`src/rtl/rotary_pkg.sv`:
```
// Shared types and helpers for the rotary encoder path: FSM/direction enums,
// accumulator sizing and the Gray-code direction decoder.
package rotary_pkg;

    localparam int unsigned AB_W  = 2;
    // One spare bit beyond the +/-4 detent span so +4 is representable.
    localparam int unsigned ACC_W = 4;

    localparam logic signed [ACC_W-1:0] ACC_STEP       = ACC_W'(1);
    localparam logic signed [ACC_W-1:0] ACC_DETENT_CW  = ACC_W'(4);
    localparam logic signed [ACC_W-1:0] ACC_DETENT_CCW = ACC_W'(-4);

    typedef enum logic {
        INIT,
        TRACK
    } fsm_t;

    typedef enum logic [1:0] {
        DIR_NONE,
        DIR_CW,
        DIR_CCW,
        DIR_ERR
    } qdir_t;

    // CW order is 00 -> 01 -> 11 -> 10 -> 00; a two-bit change is illegal.
    function automatic qdir_t quad_dir(input logic [AB_W-1:0] prev_ab,
                                       input logic [AB_W-1:0] ab);
        qdir_t d;
        d = DIR_ERR;
        case ({prev_ab, ab})
            4'b0001, 4'b0111, 4'b1110, 4'b1000: d = DIR_CW;
            4'b0100, 4'b1101, 4'b1011, 4'b0010: d = DIR_CCW;
            4'b0000, 4'b0101, 4'b1111, 4'b1010: d = DIR_NONE;
            default:                            d = DIR_ERR;
        endcase
        return d;
    endfunction

endpackage

```
`src/rtl/quad_step.sv`:
```
// Quadrature detent tracker: follows A/B phase, accumulates quarter steps and
// emits registered detent-complete and illegal-transition pulses.
module quad_step
    import rotary_pkg::*;
(
    input  logic            clk,
    input  logic            rst,
    input  logic            i_track,
    input  logic [AB_W-1:0] i_ab,
    output logic            o_up,
    output logic            o_dn,
    output logic            o_err
);

    logic [AB_W-1:0]         r_prev_ab;
    logic signed [ACC_W-1:0] r_acc;

    qdir_t                   w_dir;
    logic signed [ACC_W-1:0] w_acc_upd;
    logic                    w_into_zero;

    always_comb begin
        w_dir       = quad_dir(r_prev_ab, i_ab);
        w_acc_upd   = r_acc;
        w_into_zero = 1'b0;
        case (w_dir)
            DIR_CW:  w_acc_upd = r_acc + ACC_STEP;
            DIR_CCW: w_acc_upd = r_acc - ACC_STEP;
            default: w_acc_upd = r_acc;
        endcase
        w_into_zero = (i_ab == AB_W'(0)) && ((w_dir == DIR_CW) || (w_dir == DIR_CCW));
    end

    // Detent resolves only on entry to 00; anything short of +/-4 is an abort.
    always_ff @(posedge clk or posedge rst) begin
        if (rst) begin
            r_prev_ab <= '0;
            r_acc     <= '0;
            o_up      <= 1'b0;
            o_dn      <= 1'b0;
            o_err     <= 1'b0;
        end else begin
            o_up      <= 1'b0;
            o_dn      <= 1'b0;
            o_err     <= 1'b0;
            r_prev_ab <= i_ab;
            if (!i_track) begin
                r_acc <= '0;
            end else begin
                case (w_dir)
                    DIR_ERR: begin
                        o_err <= 1'b1;
                        r_acc <= '0;
                    end
                    DIR_CW, DIR_CCW: begin
                        if (w_into_zero) begin
                            o_up  <= (w_acc_upd == ACC_DETENT_CW);
                            o_dn  <= (w_acc_upd == ACC_DETENT_CCW);
                            r_acc <= '0;
                        end else begin
                            r_acc <= w_acc_upd;
                        end
                    end
                    default: r_acc <= r_acc;
                endcase
            end
        end
    end

endmodule

```
`src/rtl/rotary_ctrl.sv`:
```
// Rotary encoder controller: start-up FSM, button edge detect and a bounded
// position counter driven by detent events from quad_step.
module rotary_ctrl
    import rotary_pkg::*;
#(
    parameter int unsigned CNT_W     = 8,
    parameter int unsigned CNT_MIN   = 0,
    parameter int unsigned CNT_MAX   = 255,
    parameter int unsigned WRAP      = 1,
    parameter int unsigned BTN_CLEAR = 1
) (
    input  logic             clk,
    input  logic             rst,
    input  logic             enc_a,
    input  logic             enc_b,
    input  logic             btn,
    output logic [CNT_W-1:0] count,
    output logic             step_up,
    output logic             step_dn,
    output logic             btn_press,
    output logic             err
);

    localparam logic [CNT_W-1:0] MIN_V = CNT_W'(CNT_MIN);
    localparam logic [CNT_W-1:0] MAX_V = CNT_W'(CNT_MAX);

    fsm_t             r_state;
    fsm_t             w_state_next;
    logic             w_track;
    logic             r_btn_q;
    logic             w_press;
    logic             w_q_up;
    logic             w_q_dn;
    logic             w_q_err;
    logic [CNT_W-1:0] w_count_next;
    logic [AB_W-1:0]  w_ab;

    assign w_ab = {enc_a, enc_b};

    quad_step u_quad_step (
        .clk     (clk),
        .rst     (rst),
        .i_track (w_track),
        .i_ab    (w_ab),
        .o_up    (w_q_up),
        .o_dn    (w_q_dn),
        .o_err   (w_q_err)
    );

    // INIT spends exactly one cycle capturing the phase before decoding.
    always_ff @(posedge clk or posedge rst) begin
        if (rst) r_state <= INIT;
        else     r_state <= w_state_next;
    end

    always_comb begin
        w_state_next = r_state;
        w_track      = 1'b0;
        case (r_state)
            INIT: begin
                w_state_next = TRACK;
            end
            TRACK: begin
                w_track      = 1'b1;
                w_state_next = TRACK;
            end
            default: w_state_next = INIT;
        endcase
    end

    // Button clear takes priority; a saturated count holds but still pulses.
    always_comb begin
        w_press      = btn & ~r_btn_q;
        w_count_next = count;
        if ((BTN_CLEAR != 0) && w_press) begin
            w_count_next = MIN_V;
        end else if (w_q_up) begin
            if (count == MAX_V) w_count_next = (WRAP != 0) ? MIN_V : count;
            else                w_count_next = count + CNT_W'(1);
        end else if (w_q_dn) begin
            if (count == MIN_V) w_count_next = (WRAP != 0) ? MAX_V : count;
            else                w_count_next = count - CNT_W'(1);
        end
    end

    always_ff @(posedge clk or posedge rst) begin
        if (rst) begin
            count     <= MIN_V;
            step_up   <= 1'b0;
            step_dn   <= 1'b0;
            err       <= 1'b0;
            btn_press <= 1'b0;
            r_btn_q   <= 1'b0;
        end else begin
            count     <= w_count_next;
            step_up   <= w_q_up;
            step_dn   <= w_q_dn;
            err       <= w_q_err;
            btn_press <= w_press;
            r_btn_q   <= btn;
        end
    end

endmodule

```
`config.mk`:
```
export PLATFORM = sky130hd
export DESIGN_NAME = rotary_ctrl
export DESIGN_NICKNAME = d
export VERILOG_FILES = /design/src/rtl/rotary_pkg.sv /design/src/rtl/quad_step.sv /design/src/rtl/rotary_ctrl.sv
export SDC_FILE = /design/constraint.sdc
export NUM_CORES = 1
export LEC_CHECK = 0
export CORE_MARGIN = 2
export CORE_UTILIZATION = 55
export DETAILED_ROUTE_END_ITERATION = 6
export PLACE_DENSITY = 0.79
export SETUP_SLACK_MARGIN = 0.3
export SLEW_MARGIN = 20
export SYNTH_ARGS = -nofsm -noshare
export SYNTH_HDL_FRONTEND = slang
export SYNTH_SLANG_ARGS = --single-unit
```
`constraint.sdc`:
```
create_clock -name clk -period 3.7 [get_ports clk]
set_clock_uncertainty 0.15 [all_clocks]
set_input_delay 0.74 -clock clk [delete_from_list [all_inputs] [get_ports clk]]
set_output_delay 0.74 -clock clk [all_outputs]
set_load 0.05 [all_outputs]
```
Word-level counts from Yosys, hierarchy flattened
Memory sizes are Yosys's and may differ from the RTL's.
Index checks and enable logic that the tools add are counted.
{"block": "op_classes", "n_addsub": 4, "n_eq_ne": 7, "muxes": 18, "bitwise": 2, "n_reduce_logical": 6}
{"cell": "2-to-1 mux 8 bit", "count": 5}
{"cell": "case mux 4 bit (2 select lines)", "count": 2}
{"cell": "2-to-1 mux 1 bit", "count": 9}
{"cell": "adder 8 x 1 -> 8 bit, second input constant", "count": 1}
{"cell": "equality test 8 bit, second input constant", "count": 1}
{"cell": "logical NOT 8 bit", "count": 1}
{"cell": "2-to-1 mux 4 bit", "count": 2}
{"cell": "subtractor 8 x 1 -> 8 bit, second input constant", "count": 1}
{"cell": "adder 4 x 2 -> 4 bit, second input constant", "count": 1}
{"cell": "equality test 2 bit, second input constant", "count": 2}
{"cell": "equality test 4 x 3 -> 1 bit, second input constant", "count": 1}
{"cell": "equality test 4 bit, second input constant", "count": 1}
{"cell": "subtractor 4 x 2 -> 4 bit, second input constant", "count": 1}
{"cell": "!= test 3 bit, second input constant", "count": 1}
{"cell": "nonzero test 3 bit", "count": 1}
{"cell": "equality test 2 x 1 -> 1 bit, second input constant", "count": 1}
{"cell": "logical NOT 2 bit", "count": 1}
{"cell": "OR reduction 2 bit", "count": 1}
{"cell": "AND 1 bit", "count": 1}
{"cell": "logical AND 1 bit", "count": 1}
{"cell": "logical OR 1 bit", "count": 1}
{"cell": "NOT 1 bit", "count": 1}
{"block": "totals", "reg_bits": 23, "romBits": 32, "in_bits": 5, "elab_cells": 50, "n_memories": 1}
{"memory": "(name not given)", "words": 16, "word_bits": 2, "read_ports": 1, "rd_clocked_by_memory_dff": 0, "write_ports": 0, "line_no": "rotary_pkg.sv:30", "text": "case ({prev_ab, ab})"}

Longest topological paths before layout
Gate-level depths: netlist of run 1.
An unclocked memory read counts as a cell.
{"block": "logic_depth", "depth_word": 7, "mapped_depth": 10, "ltp_nobuf": 9}

Modules after synthesis
From an unflattened synthesis of run 1, not the netlist that was laid out.
{"block": "hier_totals", "hier_cells": 165, "hier_area_um2": 1557.7}
{"module": "rotary_ctrl", "instances": 1, "cells_each": 111, "area_per_inst_um2": 991.0, "seq_area_each_um2": 350.3}
{"module": "quad_step", "instances": 1, "cells_each": 54, "area_per_inst_um2": 566.8, "seq_area_each_um2": 225.2}

Least setup slack after synthesis of run 1
No wires, ideal clock.
{"block": "synth_path", "path_type": "input -> register", "startpoint": "in enc_b", "endpoint": "reg u_quad_step.r_acc[2]", "setup_time_ps": 69, "t_arrival_ps": 2612, "required_ps": 3481, "setup_slack_ps": 869, "cell_stages": 8, "path_cell_list": "buf_2 -> nor2b_1 -> o31ai_1 -> ha_1 -> nand2b_1 -> or3_1 -> or4_1 -> nand3_1"}
{"block": "synth_via", "elab_chain_cells": 7}
{"element": "from (decl)", "line_no": "rotary_ctrl.sv:15", "text": "input logic enc_b,"}
{"element": "parallel branches: the longest is 7 deep, another holds memory (16 x 2 bit)"}
{"element": "to (signal assigned)", "line_no": "quad_step.sv:61", "text": "r_acc <= w_acc_upd;"}
{"element": "to (signal assigned)", "line_no": "quad_step.sv:64", "text": "default: r_acc <= r_acc;"}
{"element": "to (decl)", "line_no": "quad_step.sv:16", "text": "logic signed [ACC_W-1:0] r_acc;"}
Parallel ways; which one is timed is not known.
A chain may end at the register's enable or synchronous reset.

Final worst setup path of run 1
Ends and elaborated chain as after synthesis.

==> flow_summary.toml, run 1 <==
[run_status]
outcome = "finished, final reports clean"

[sta]
worst_slack_ps = 405
worst_pin_slew_ps = 881
min_period_ps = 3300
max_clock_freq_ghz = 0.303
slew-limit-headroom = 0.412
setup_tns_ps = 0
hold_viol_final = 0
rsz0062_at_grt = "false"
min_period_over_period = 0.891
whs_ps = 216
setup_violations = 0
slew_violations = 0

[die]
dieArea_um2 = 3090
die_x_um = 55.6
core_area_um2 = 2500
rows = 18
io_pins = 17
start_util = 0.585
chipHeight_um = 55.6

[critical_path]
slowest_stage = "clkdlybuf4s50_1"
path_class = "in -> reg"
cp_slowest_stage_delay_ps = 650
critPathRequiredTime_ps = 3800
cp-end-kind = "register"
worst_ep_arrival_time_ps = 3390
critPathLaunchType = "input pin"
crit_chain = "clkdlybuf4s50_1, nor2_1, a211oi_1, a21oi_1, ha_1, nand2b_1, or3_1, or4_1, nand3_1"
crit_family = "simple AND/OR/NAND/NOR gates"
crit_buf_inv = 1
crit_fanout = 9

[grt]
grt-ovfl-total = 0
grt_pass1_vias = 1255
grt_util_all_layers = 0.214
grt_start_max_net_pins = 24
grt_pass1_wl_um = 5380
antenna_found_initial = 0

[finish]
post-route-cell-area_um2 = 1660
fin_nets = 187
area_growth_pct = 13.8
diodes = 0
post-route-util = 0.666
fill_cells = 200
regArea_um2 = 576
multiInputGateArea_um2 = 827
finalNonFillerCells = 205
drive_gt1_frac = 0.0514

[cts]
cts_resized = 0
cts_tree = "done"
clkSinkCount = 23
numCtsBuffers = 3
htreeDepth = 1
cts_max_path_buffers = 2
clk_latency_ps = 300
root_buffer = "clkbuf_4"
post_cts_buffers = 0
hold_buffers = 0
clkSlewWorstSetupHoldPaths_ps = 120

[synthesis]
synth_area_leaders = "dfrtp_1, ha_1, nand2_1"
syn_inst = 161
synth_nets = 172
seq_area_frac_synth = 0.393
ys_ff_latch = 23
yosysUniqueCellTypes = 47
syn_area_per_cell_um2 = 9.08
synth_area_um2 = 1460
synth_flop_cell = "dfrtp_1"
yosysWarnings = 0
synth_top_area_frac = 0.393
synth_edf_count = 0
synth_area_leader_cell = "dfrtp_1"
synthArstFlopShare = 1.00

[route]
vias_per_cell = 6.21
vias = 1273
routedWlPerCell_um = 15.4
drt-total-wl_um = 3150
first_pass_iters = 4
ant_nets = 0
drt_iter0_markers = 60
route.detailed.drc = 0

[power]
cellLeakagePower_nw = 0.708
p_per_area_nw_per_um2 = 289
ir_worst_vdd_mv = 0.251
power_mw = 0.481

[placement]
post-place-cells = 201
place_congestion = 0.821
portBuffers = 16
dp_hpwl_um = 2260
pre_cts_slack_ps = 154
dpl_cell_area_um2 = 1630

[min_path]
holdCritPathClass = "reg -> reg"

[flow_run]
maxCapViolations = 0
-- layer usage --
metal	wire length (µm)	vias to the layer above	global-route usage	share of wire
met5	0	-	0	0
met4	18	0	0.0941	0.0057
met3	107	2	0.0233	0.034
met2	1670	33	0.374	0.53
met1	1360	627	0.264	0.43
li1	-	611	-	-
-- worst paths after layout --
path,slack (ps),startpoint,end,cells after the start
max in group asynchronous,2110,rst,u_quad_step.r_acc[0],2
min in group asynchronous,760,rst,count[0],2
hold reg to reg,220,u_quad_step.o_err,err,0
setup / recovery,400,enc_b,u_quad_step.r_acc[2],9
hold / removal,220,u_quad_step.o_err,err,0
setup reg to reg,1050,u_quad_step.r_prev_ab[1],u_quad_step.r_acc[2],8
-- flip-flops by register name, summed over array words and instances, names as in the netlist --
register	count
u_quad_step.o_up	1
err	1
u_quad_step.r_acc	4
u_quad_step.o_dn	1
u_quad_step.o_err	1
u_quad_step.r_prev_ab	2
r_btn_q	1
btn_press	1
r_state	1
step_dn	1
count	8
step_up	1
-- layout by cell type (no fill, tap or decap), types with 6 or more instances in the layout --
master,Yosys,routed
inv_1,8,8
nor2_1,10,10
nand2_1,16,16
nand3_1,6,6
xor2_1,6,6
ha_1,6,6
clkdlybuf4s50_1,0,16
o21ai_0,7,7
a21oi_1,11,11
dfrtp_1,23,23
-- logic make-up after synthesis --
group	Yosys count	share of synthesized area
AO/OA/AOI/OAI	48	0.236
XOR/XNOR	9	0.0633
adder cells (fa/ha/maj)	6	0.0513
buffers and inverters	15	0.0445
flip-flops	23	0.393
multiplexers	1	0.00684
other	1	0.00256
AND/OR/NAND/NOR	58	0.202
-- report_power, final --
part	leakage, nW	internal [mW]	switching (mW)
clock	0.0150	0.0420	0.0718
combinational	0.384	0.0396	0.0570
sequential	0.309	0.259	0.0118
total	0.708	0.341	0.141
-- worst reg2reg max path, stage by stage, from the launching register on --
cell      delay (ps)
dfrtp_1          450
nor2_1            80
a211oi_1         290
a21oi_1          130
ha_1             390
nand2b_1         210
or3_1            330
or4_1            480
nand3_1           90
-- cell usage after synthesis (4+ instances only) --
library cell and count:
dfrtp_1 23, nand2_1 16, a21oi_1 11, nor2_1 10, inv_1 8, o21ai_0 7, ha_1 6, nand3_1 6
xor2_1 6, clkbuf_1 5, nor3_1 4
-- final cells by class --
type | instances | area share
multi-input combinational | 123 | 0.497
inverter | 8 | 0.0180
tap | 30 | 0.0226
timing repair buffer | 17 | 0.101
clock buffer | 4 | 0.0158
sequential | 23 | 0.346
Note: power is estimated with default switching activity, not from simulation.
==> run 2: changes to the inputs <==
--- a/config.mk
+++ b/config.mk
@@ -5,10 +5,11 @@
 export SDC_FILE = /design/constraint.sdc
 export NUM_CORES = 1
 export LEC_CHECK = 0
-export CORE_MARGIN = 2
+export CORE_MARGIN = 5
 export CORE_UTILIZATION = 55
 export DETAILED_ROUTE_END_ITERATION = 6
 export PLACE_DENSITY = 0.79
+export REMOVE_ABC_BUFFERS = 1
 export SETUP_SLACK_MARGIN = 0.3
 export SLEW_MARGIN = 20
 export SYNTH_ARGS = -nofsm -noshare
==> run 2 against run 1 <==
  * Non-clock buffer count fell by 1
  * Sequential share of layout area is 0.13 points higher
  * Highest routed layer unchanged
  * Critical endpoint unchanged
  * Design area decreased by 0.38%
  * Maximum frequency rose by 2.4%
  * First-iteration DRC count grew 37%
  * Via count rose by 0.63%
  * Count of clock-buffer cells in the layout decreased by 1
  * Largest power group unchanged
==> flow_summary.toml, run 2 (synthesized netlist as in run 1, its figures left out) <==
[min_path]
hold_start = "u_quad_step.o_err"
holdCritPathClass = "reg -> reg"

[route]
ant_nets = 0
vias_per_cell = 6.28
routedWlPerCell_um = 15.3
drt_iter0_markers = 82
first_pass_iters = 4
drt-total-wl_um = 3130
route.detailed.drc = 0
vias = 1281

[finish]
largest_reg_flops = 8
fin_nets = 186
finalNonFillerCells = 204
diodes = 0
final_common_cell = "dfrtp_1"
area_growth_pct = 13.3
largest_registers = "count x8, u_quad_step.r_acc x4, u_quad_step.r_prev_ab x2"
fill_cells = 213
drive_gt1_frac = 0.0517
final_cell_mix = "dfrtp_1, nand2_1, clkdlybuf4s50_1, a21oi_1, nor2_1"
top_register = "count"

[flow_run]
maxCapViolations = 0

[critical_path]
worst_ep_arrival_time_ps = 3330
crit_fanout = 9
path_class = "in -> reg"
crit_family = "simple AND/OR/NAND/NOR gates"
slowest_stage = "clkdlybuf4s50_1"
cp_slowest_stage_delay_ps = 650
crit_buf_inv = 1
rr_startpoint = "u_quad_step.r_prev_ab[1]"
cp-end-kind = "register"
critPathLaunchType = "input pin"
critPathRequiredTime_ps = 3810
crit_chain = "clkdlybuf4s50_1, nor2_1, a211oi_1, a21oi_1, ha_1, nand2b_1, or3_1, or4_1, nand3_1"
crit_path_start = "enc_b"

[power]
ir_worst_vdd_mv = 0.253
intPower_mw = 0.338
p_comb_frac = 0.196
clockPowerShare = 0.243
cellLeakagePower_nw = 0.706
p_sw_mw = 0.144
p_seq_frac = 0.562
p_per_area_nw_per_um2 = 291
swShare = 0.299

[sta]
max_clock_freq_ghz = 0.311
setup_tns_ps = 0
min_period_over_period = 0.870
slew-limit-headroom = 0.430
hold_viol_final = 0
rsz0062_at_grt = "false"
min_period_ps = 3220
slew_violations = 0
worst_pin_slew_ps = 854
setup_violations = 0

[run_status]
outcome = "finished, final reports clean"

[grt]
grtUsageMet3 = 0.0419
grt_start_max_net_pins = 24
antenna_found_initial = 0
grtUsageMet2 = 0.303
grt_util_all_layers = 0.189
grt_pass1_vias = 1239
grt-ovfl-total = 0
grt_pass1_wl_um = 5480
met1_usage = 0.254
top_usage_layer = "met2"

[die]
dieArea_um2 = 3790
core_area_um2 = 2500
die_x_um = 61.6
chipHeight_um = 61.6
rows = 18
start_util = 0.585
io_pins = 17

[cts]
hold_buffers = 0
htreeDepth = 1
numCtsBuffers = 3
clk_latency_ps = 310
root_buffer = "clkbuf_4"
clkSinkCount = 23
clkSlewWorstSetupHoldPaths_ps = 130
cts_tree = "done"
cts_max_path_buffers = 2

[placement]
post-place-cells = 200
portBuffers = 16
dp_hpwl_um = 2290
place_congestion = 0.880
-- run 2: cell count changes in the layout (fill, tap and decap cells not counted), sizes merged --
cell and change:
buf -1, clkbuf -1, clkinv +1
-- run 2: layer usage --
layer	wire [µm]	part of all wire	up-vias
met5	0	0	-
li1	-	-	609
met4	39	0.012	0
met2	1490	0.48	36
met1	1420	0.45	630
met3	175	0.056	6
-- run 2: final timing paths --
path,to,slack (ps),cells after the start
max,u_quad_step.r_acc[2],480,9
min,err,220,0
max reg2reg,u_quad_step.r_acc[2],1110,8
min reg2reg,err,220,0
max in group asynchronous,u_quad_step.r_acc[1],2140,2
min in group asynchronous,err,730,2
-- run 2: what timing repair did --
action	CTS	global route
setup buffers	0	0
endpoints found under the setup margin	0	1
resized for setup	0	1
-- run 2: layout make-up --
class	count	area, µm²	area share
Sequential cell	23	576	0.347
Timing Repair Buffer	16	160	0.0966
Tap cell	30	37.5	0.0226
Inverter	8	30.0	0.0181
Clock inverter	1	5.00	0.00302
Multi-Input combinational cell	123	827	0.499
Clock buffer	3	22.5	0.0136
-- run 2: per-stage QoR --
step	setup slack, ps	util	area [µm²]	hold slack [ps]	total power [mW]
after CTS	552	0.661	1650	224	0.484
after floorplan	1030	-	1430	181	0.342
after global placement	341	0.650	1630	184	0.364
final	483	0.663	1660	220	0.482
after global routing	316	0.663	1660	236	0.508
after detailed placement	193	0.650	1630	195	0.369
-- run 2: power by group through the flow --
stage | registers [mW] | logic (mW) | clock network [mW]
final | 0.271 | 0.0944 | 0.117
after global routing | 0.273 | 0.105 | 0.130
after CTS | 0.271 | 0.0936 | 0.120
after detailed placement | 0.275 | 0.0936 | 0
after global placement | 0.275 | 0.0893 | 0
after floorplan | 0.280 | 0.0615 | 0
==> run 3: changes to the inputs <==
--- a/config.mk
+++ b/config.mk
@@ -6,11 +6,11 @@
 export NUM_CORES = 1
 export LEC_CHECK = 0
 export CORE_MARGIN = 5
-export CORE_UTILIZATION = 55
+export CORE_UTILIZATION = 29
 export DETAILED_ROUTE_END_ITERATION = 6
-export PLACE_DENSITY = 0.79
+export HOLD_SLACK_MARGIN = 0.12
 export REMOVE_ABC_BUFFERS = 1
-export SETUP_SLACK_MARGIN = 0.3
+export SETUP_SLACK_MARGIN = 0.02
 export SLEW_MARGIN = 20
 export SYNTH_ARGS = -nofsm -noshare
 export SYNTH_HDL_FRONTEND = slang
==> run 3 against run 2 <==
  * Non-clock buffer count unchanged
  * Highest routed layer unchanged
  * Setup slack better by 3.9 ps
  * Clock power grew 40%
  * Combinational power decreased by 2%
  * Critical endpoint unchanged
  * Total power rose by 9.2%
  * Register-to-register slack better by 50 ps
  * Via count is 4.7% lower
==> flow_summary.toml, run 3 (synthesized netlist as in run 1, its figures left out) <==
[run_status]
outcome = "finished, final reports clean"

[finish]
final_common_cell = "dfrtp_1"
final_cell_mix = "dfrtp_1, nand2_1, clkdlybuf4s50_1, a21oi_1, nor2_1"
post-route-cell-area_um2 = 1720
largest_registers = "count x8, u_quad_step.r_acc x4, u_quad_step.r_prev_ab x2"
fin_nets = 186
top_register = "count"
largest_reg_flops = 8
fill_cells = 522
finalNonFillerCells = 241
drive_gt1_frac = 0.0460
diodes = 0
area_growth_pct = 17.5

[die]
die_x_um = 81.0
start_util = 0.304
core_area_um2 = 4820
rows = 25
chipHeight_um = 81.0
dieArea_um2 = 6560
io_pins = 17

[route]
drt-total-wl_um = 3190
routedWlPerCell_um = 13.2
drt_iter0_markers = 103
vias = 1221
first_pass_iters = 4
vias_per_cell = 5.07
route.detailed.drc = 0
ant_nets = 0

[critical_path]
cp_slowest_stage_delay_ps = 640
crit_buf_inv = 1
slowest_stage = "clkdlybuf4s50_1"
r2r_cells = 8
path_class = "in -> reg"
crit_family = "simple AND/OR/NAND/NOR gates"
worst_ep_arrival_time_ps = 3270
cp.depth = 9
critPathLaunchType = "input pin"
critPathRequiredTime_ps = 3750
crit_chain = "clkdlybuf4s50_1, nor2_1, a211oi_1, a21oi_1, ha_1, nand2b_1, or3_1, or4_1, nand3_1"
crit_fanout = 9
cp-end-kind = "register"

[sta]
setup_violations = 0
min_period_ps = 3210
hold_viol_final = 0
slew-limit-headroom = 0.410
setup_tns_ps = 0
slew_violations = 0
min_period_over_period = 0.868
worst_pin_slew_ps = 884
rsz0062_at_grt = "false"
max_clock_freq_ghz = 0.311

[grt]
grt_pass1_wl_um = 5570
grt_util_all_layers = 0.108
grt_start_max_net_pins = 24
grt_pass1_vias = 1183
antenna_found_initial = 0
grt-ovfl-total = 0

[cts]
hold_buffers = 0
numCtsBuffers = 3
cts_tree = "done"
clkSlewWorstSetupHoldPaths_ps = 80
cts_resized = 0
cts_max_path_buffers = 2
post_cts_buffers = 0
htreeDepth = 1
clkSinkCount = 23
clk_latency_ps = 270
root_buffer = "clkbuf_8"

[placement]
dp_hpwl_um = 2280
portBuffers = 16
post-place-cells = 237
dpl_cell_area_um2 = 1670
place_congestion = 0.856

[min_path]
min_path_cells = 0
holdCritPathClass = "reg -> reg"

[power]
power_mw = 0.527
ir_worst_vdd_mv = 0.117
p_per_area_nw_per_um2 = 307
cellLeakagePower_nw = 0.711

[flow_run]
maxCapViolations = 0
## run 3: through the flow
step | utilization | hold slack (ps) | setup WS (ps)
after floorplan | - | 181 | 1030
after global placement | 0.347 | 189 | 305
after detailed placement | 0.347 | 190 | 258
after CTS | 0.357 | 211 | 494
after global routing | 0.357 | 212 | 320
final | 0.357 | 208 | 487
## run 3: per-layer routing
metal	vias to the layer above	global-route usage	part of all wire
met1	567	0.142	0.47
met2	37	0.169	0.46
met3	4	0.0310	0.058
met5	-	0	0
met4	0	0.0389	0.011
li1	613	-	-
## run 3: power breakdown
part | total [mW] | leakage, nW | switching [mW] | internal [mW]
Sequential | 0.271 | 0.309 | 0.0116 | 0.259
Combinational | 0.0927 | 0.377 | 0.0545 | 0.0383
Clock | 0.164 | 0.0255 | 0.0882 | 0.0754
Total | 0.527 | 0.711 | 0.154 | 0.373
## run 3: final timing paths
check / from / to / slack, ps
setup / recovery: enc_b / u_quad_step.r_acc[2] / 490
hold / removal: u_quad_step.o_err / err / 210
setup reg to reg: u_quad_step.r_prev_ab[0] / u_quad_step.r_acc[2] / 1160
hold reg to reg: u_quad_step.o_err / err / 210
max in group asynchronous: rst / u_quad_step.r_acc[1] / 2050
min in group asynchronous: rst / r_btn_q / 800
## run 3: worst register-to-register path: cells and delay by family, from the launching register on
family | cells | cell delay, ps
AOI/OAI and AO/OA | 2 | 320
adders and majority gates | 1 | 330
DFF | 1 | 420
and+or+nand+nor | 5 | 1250
## run 3: final cells by class
type	count	area [µm²]	share of cell area
Sequential cell	23	576	0.335
Multi-Input combinational cell	123	822	0.479
Clock buffer	3	41.3	0.0240
Inverter	8	30.0	0.0175
Timing Repair Buffer	16	160	0.0932
Clock inverter	1	5.00	0.00291
Tap cell	67	83.8	0.0488
